`src/rtl/pipelined_shifter.sv`:
```
// Log-stage pipelined shifter (SLL/SRL/SRA/ROL) with valid/ready on both sides.
// Stage k applies the 2^k term of the shift amount; one result per cycle.
module pipelined_shifter #(
    parameter int WIDTH   = 32,
    parameter int SHAMT_W = $clog2(WIDTH)
) (
    input  logic               clock,
    input  logic               reset,
    input  logic               flush,
    input  logic               in_valid,
    output logic               in_ready,
    input  logic [WIDTH-1:0]   data_operandA,
    input  logic [SHAMT_W-1:0] ctrl_shiftamt,
    input  logic [1:0]         ctrl_mode,
    input  logic               shift_enable,
    output logic               out_valid,
    input  logic               out_ready,
    output logic [WIDTH-1:0]   shifted_output
);

    localparam int L = SHAMT_W;

    typedef enum logic [1:0] {
        MODE_SLL = 2'b00,
        MODE_SRL = 2'b01,
        MODE_SRA = 2'b10,
        MODE_ROL = 2'b11
    } shift_mode_e;

    // Boundary b is the operation entering stage b; boundary L feeds the outputs.
    logic               b_valid  [L+1];
    logic [WIDTH-1:0]   b_data   [L+1];
    logic               b_enable [L+1];
    shift_mode_e        b_mode   [L];
    logic               b_sign   [L];
    logic [SHAMT_W-1:0] b_shamt  [L];
    logic [L-1:0]       adv;

    assign b_valid[0]  = in_valid;
    assign b_data[0]   = data_operandA;
    assign b_enable[0] = shift_enable;
    assign b_mode[0]   = shift_mode_e'(ctrl_mode);
    assign b_sign[0]   = data_operandA[WIDTH-1];
    assign b_shamt[0]  = ctrl_shiftamt;

    // A stage may load when it, or every stage after it up to a consuming
    // output, has room; bubbles anywhere downstream open the path.
    always_comb begin
        logic chain;
        // NOTE: every always_comb output gets a default first so no latch is inferred.
        adv   = '0;
        chain = out_ready;
        for (int k = L - 1; k >= 0; k--) begin
            chain  = chain || !b_valid[k+1];
            adv[k] = chain;
        end
    end

    for (genvar k = 0; k < L; k++) begin : g_stage
        localparam int DIST = 1 << k;

        logic [WIDTH-1:0] shifted;
        logic             valid_q;
        logic [WIDTH-1:0] data_q;
        logic             enable_q;

        always_comb begin
            shifted = b_data[k];
            if (b_shamt[k][k]) begin
                case (b_mode[k])
                    MODE_SLL: shifted = b_data[k] << DIST;
                    MODE_SRL: shifted = b_data[k] >> DIST;
                    MODE_SRA: shifted = {{DIST{b_sign[k]}}, b_data[k][WIDTH-1:DIST]};
                    MODE_ROL: shifted = {b_data[k][WIDTH-DIST-1:0],
                                         b_data[k][WIDTH-1:WIDTH-DIST]};
                    default:  shifted = b_data[k];
                endcase
            end
        end

        // NOTE: sequential state uses non-blocking assignments only.
        // NOTE: data is reset as well so an idle output reads as zero.
        always_ff @(posedge clock or negedge reset) begin
            if (!reset) begin
                valid_q  <= 1'b0;
                data_q   <= '0;
                enable_q <= 1'b0;
            end else if (flush) begin
                valid_q <= 1'b0;
            end else if (adv[k]) begin
                valid_q <= b_valid[k];
                if (b_valid[k]) begin
                    data_q   <= shifted;
                    enable_q <= b_enable[k];
                end
            end
        end

        assign b_valid[k+1]  = valid_q;
        assign b_data[k+1]   = data_q;
        assign b_enable[k+1] = enable_q;

        // Only stages with a successor carry mode, sign and the unconsumed shamt bits.
        if (k < L - 1) begin : g_ctrl
            shift_mode_e          mode_q;
            logic                 sign_q;
            logic [SHAMT_W-1:k+1] shamt_q;

            always_ff @(posedge clock or negedge reset) begin
                if (!reset) begin
                    mode_q  <= MODE_SLL;
                    sign_q  <= 1'b0;
                    shamt_q <= '0;
                end else if (!flush && adv[k] && b_valid[k]) begin
                    mode_q  <= b_mode[k];
                    sign_q  <= b_sign[k];
                    shamt_q <= b_shamt[k][SHAMT_W-1:k+1];
                end
            end

            assign b_mode[k+1]  = mode_q;
            assign b_sign[k+1]  = sign_q;
            assign b_shamt[k+1] = {shamt_q, {(k + 1){1'b0}}};
        end
    end

    assign in_ready       = adv[0];
    assign out_valid      = b_valid[L];
    assign shifted_output = b_data[L] & {WIDTH{b_enable[L]}};

endmodule

```
`config.mk`:
```
export PLATFORM = sky130hd
export DESIGN_NAME = pipelined_shifter
export DESIGN_NICKNAME = d
export VERILOG_FILES = /design/src/rtl/pipelined_shifter.sv
export SDC_FILE = /design/constraint.sdc
export NUM_CORES = 1
export LEC_CHECK = 0
export CAP_MARGIN = 10
export CELL_PAD_IN_SITES_DETAIL_PLACEMENT = 0
export CELL_PAD_IN_SITES_GLOBAL_PLACEMENT = 1
export CORE_MARGIN = 4
export CORE_UTILIZATION = 45
export DETAILED_ROUTE_END_ITERATION = 16
export PLACE_DENSITY = 0.74
export SLEW_MARGIN = 10
export SYNTH_ARGS = -nofsm -noshare
export SYNTH_HDL_FRONTEND = slang
export SYNTH_SLANG_ARGS = --single-unit
```
`constraint.sdc`:
```
create_clock -name clock -period 2.1 [get_ports clock]
set_clock_uncertainty 0.1 [all_clocks]
set_input_delay 0.21 -clock clock [delete_from_list [all_inputs] [get_ports clock]]
set_output_delay 0.21 -clock clock [all_outputs]
set_load 0.01 [all_outputs]
```
==> impl_results.md <==
* Run status: finished clean
* Syn. warnings at 0
* Die X at between 150 and 200 um
* CP max-delay cell: dfrtp_4
* Syn nets at 1164
* Area of the multi-input gates at approximately 0.0057 sq mm
* EDFF count, synth at 0
* Num CTS Buffers at 17
* Via-per-instance ratio at 5.967
* Clock Tree Buf Depth at 2
* Post-synth ARST share at 1.000
* Via count of the routed design at 8969
* Post-DP HPWL at 21760 um
* Post-layout min period at a little over 2 ns
* Clock Latency Late Sink at ~0.44 ns
* Max Fclk at between 0.4 and 0.5 GHz
* Drt first pass iters at 5
* Die area at 0.02736 sq mm
* Commonest non-fill, non-tap cell in the layout: dfrtp_1
* Ys flop type: dfrtp_1
* Port Buf Inserts at 78
* Clock transition at the registers of the reported paths at 0.07 ns
* Post-Synthesis Cells at 1119
* CTS tree: yes
* Flop pwr share at 0.435
* CP peak stage delay at 0.50 ns
* H-tree depth at 4
* Sw frac at 0.3803
* Worst Path Max Fanout at 16
* Clk pwr share at 0.231
* Initial antenna violation count at 0
* DRC viols at 0
* Leakage at 5.532 nW
* Core Rows at 57
* Bufs and invs on worst path at 2
* Synth Area per Inst at 9.965 sq um
* Final hold viol count at 0
* Placement Setup Slack at around 0.045 ns
* Clk sinks at approximately 190
* Wire length on met2 at 15590 um
* Sequential area share after synthesis at 0.4309
* Worst vdd ir at 0.4669 mV
* Gr usage total at 0.2289
* Post-Syn Area at ~0.011 sq mm
* Final setup margin at between 0.06 and 0.07 ns
* Antenna diode count at 0
* Critical Path RT at 1.79 ns
* CP Cell Sequence: buf_12 -> and2_1 -> clkdlybuf4s50_1
* Pint at 0.008744 W
* Root buffer cell: clkbuf_16
* Register area at 0.004812 sq mm
* Total negative slack at 0 ns
* Final GP Congestion at 0.8195
* Post-Route M1 WL at 13580 um
* Min-Delay Path Class: in -> async
* Kind of critical path: reg -> out
* Height of the die at 165.4 um
* Worst-Margin Slew at between 1 and 1.5 ns
* WHS at 0.09132 ns
* Psw at between 0.005 and 0.006 W
* CP Launch Type: register
* Core Region at around 0.024 sq mm
* Num ports at 79
* Worst Path Arrival at 1.72 ns
* Final setup viols at 0
* Vias in the first global route at 8869
* Global-route wire length before repair at 49830 um
* Pins over their slew limit at 0
* Crit path capture type: primary output
* Delay-heaviest family, CP: buffers and inverters
* Most frequent cells in the layout: 188 x dfrtp_1, 169 x o21ai_0, 102 x mux2i_1, 76 x clkdlybuf4s50_1, 67 x inv_1
* Max Cap Viol at 0
* Netlist cell types at 42
* Layout fillers at ~2200
* Met3 WL post-DR at 912 um
* Crit share post-route at 0.9690
* Initial core utilization at 0.4585
* Final WL at 30470 um
* Layout Nets at between 1000 and 1500
* Largest net degree at the start of global routing at 69
* RSZ-0062 raised after global routing: no
* Grt total ovfl at 0
* Top sig layer: met4
* Number of synthesized register bits at 192
* Pwr dens at 1068 mW/mm^2
* Layout area overhead at 18.46%
* Comb pwr share at 0.334
* Final ANT Viol Nets at 0
* Share of cells above drive strength 1 at 0.1459
* DRT iter0 DRCs at 609
* Routed WL per cell at around 20 um
* Slew margin rel. at 0.2855
==> stage by stage <==
stage	total power (W)	instances	area (sq um)	utilization
global placement	0.01076	1465	12540	0.5158
global route	0.01498	1503	13210	0.5431
finish	0.01411	1503	13210	0.5431
floorplan	0.009090	1119	11150	-
CTS	0.01413	1499	13160	0.5411
detailed placement	0.01087	1465	12540	0.5158
==> cells in the mapped netlist (2+ instances only) <==
cell | instances | area (sq um)
a211oi_1 | 29 | 217.7
a221oi_1 | 14 | 122.6
a22o_1 | 4 | 35.03
a22oi_1 | 16 | 120.1
and2_1 | 33 | 206.5
and3b_1 | 4 | 35.03
buf_1 | 3 | 11.26
buf_2 | 29 | 145.1
buf_4 | 6 | 45.04
buf_6 | 3 | 33.78
clkbuf_1 | 71 | 266.5
dfrtp_1 | 192 | 4805
inv_1 | 67 | 251.5
mux2_1 | 9 | 101.4
mux2_2 | 34 | 382.9
mux2i_1 | 102 | 1021
nand2_1 | 5 | 18.77
nand2b_1 | 66 | 412.9
nand3_1 | 6 | 30.03
nand3b_1 | 2 | 15.01
nand4_1 | 44 | 275.3
nor2_1 | 44 | 165.2
nor2b_1 | 7 | 43.79
o211ai_1 | 44 | 330.3
o21a_1 | 2 | 15.01
o21ai_0 | 169 | 845.8
o221ai_1 | 2 | 17.52
o31ai_1 | 36 | 270.3
o32ai_1 | 32 | 280.3
o32ai_2 | 29 | 471.7
or2b_1 | 2 | 15.01
xnor2_1 | 3 | 26.28
==> timing repair <==
| action | CTS | global route |
|---|---|---|
| endpoints found under the setup margin | 33 | 29 |
| gates cloned | 0 | 0 |
| resized for setup | 8 | 3 |
| hold endpoints to repair | 192 | 0 |
| pin swaps | 0 | 0 |
| hold buffers | 1 | 0 |
| setup buffers | 1 | 4 |
==> power by group through the flow <==
stage                     clock, W  combinational [W]  sequential [W]
after CTS                  0.00331            0.00469         0.00614
final                      0.00326            0.00472         0.00613
after global placement           0            0.00460         0.00616
after detailed placement         0            0.00465         0.00621
after floorplan                  0            0.00361         0.00548
after global routing       0.00347            0.00523         0.00629
==> path summary, 6_finish.rpt <==
path	startpoint	depth (start not counted)	to	slack (ns)
hold reg to reg	g_stage[0].enable_q	1	g_stage[0].enable_q	0.39
hold / removal	reset	2	g_stage[4].data_q[0]	0.09
setup reg to reg	g_stage[1].g_ctrl.mode_q[0]	3	g_stage[2].data_q[27]	0.15
min in group clock	ctrl_shiftamt[0]	3	g_stage[0].data_q[6]	0.20
max in group asynchronous	reset	3	g_stage[1].data_q[20]	1.17
setup / recovery	g_stage[4].enable_q	3	shifted_output[25]	0.07
==> cell type report <==
cell class | count | share of cell area
clock inverters | 14 | 0.01089
flip-flops and latches | 192 | 0.3643
repair buffers | 140 | 0.1146
multi-input cells | 748 | 0.4280
inverters | 67 | 0.01904
well taps | 324 | 0.03069
clock buffers | 18 | 0.03249
==> flip-flops by register name, summed over array words and instances (netlist names) <==
name and count:
g_stage.enable_q 5, out_valid 1, g_stage.g_ctrl.shamt_q 10, g_stage.data_q 160, g_stage.valid_q 4, g_stage.g_ctrl.sign_q 4, g_stage.g_ctrl.mode_q 8
==> worst reg2reg max path, stage by stage (launching register included) <==
cell	delay [ns]
dfrtp_1	0.44
xnor2_4	0.87
mux2i_1	0.29
o211ai_1	0.12
==> logic make-up (layout without fill, tap and decap cells) <==
family | Yosys count | count (layout) | share of synthesized area
xor gates and xnor gates | 5 | 5 | 0.006285
muxes | 145 | 145 | 0.1350
AOI/OAI and AO/OA | 380 | 380 | 0.2466
and+or+nand+nor | 218 | 218 | 0.1137
DFF | 192 | 192 | 0.4309
buffers and inverters | 179 | 239 | 0.06755
==> per-layer routing <==
layer,vias up,track usage
li1,4272,-
met1,4486,0.3086
met2,192,0.3957
met3,19,0.02681
met4,0,0.05549
met5,-,0
Note: power is estimated with default switching activity, not from simulation.
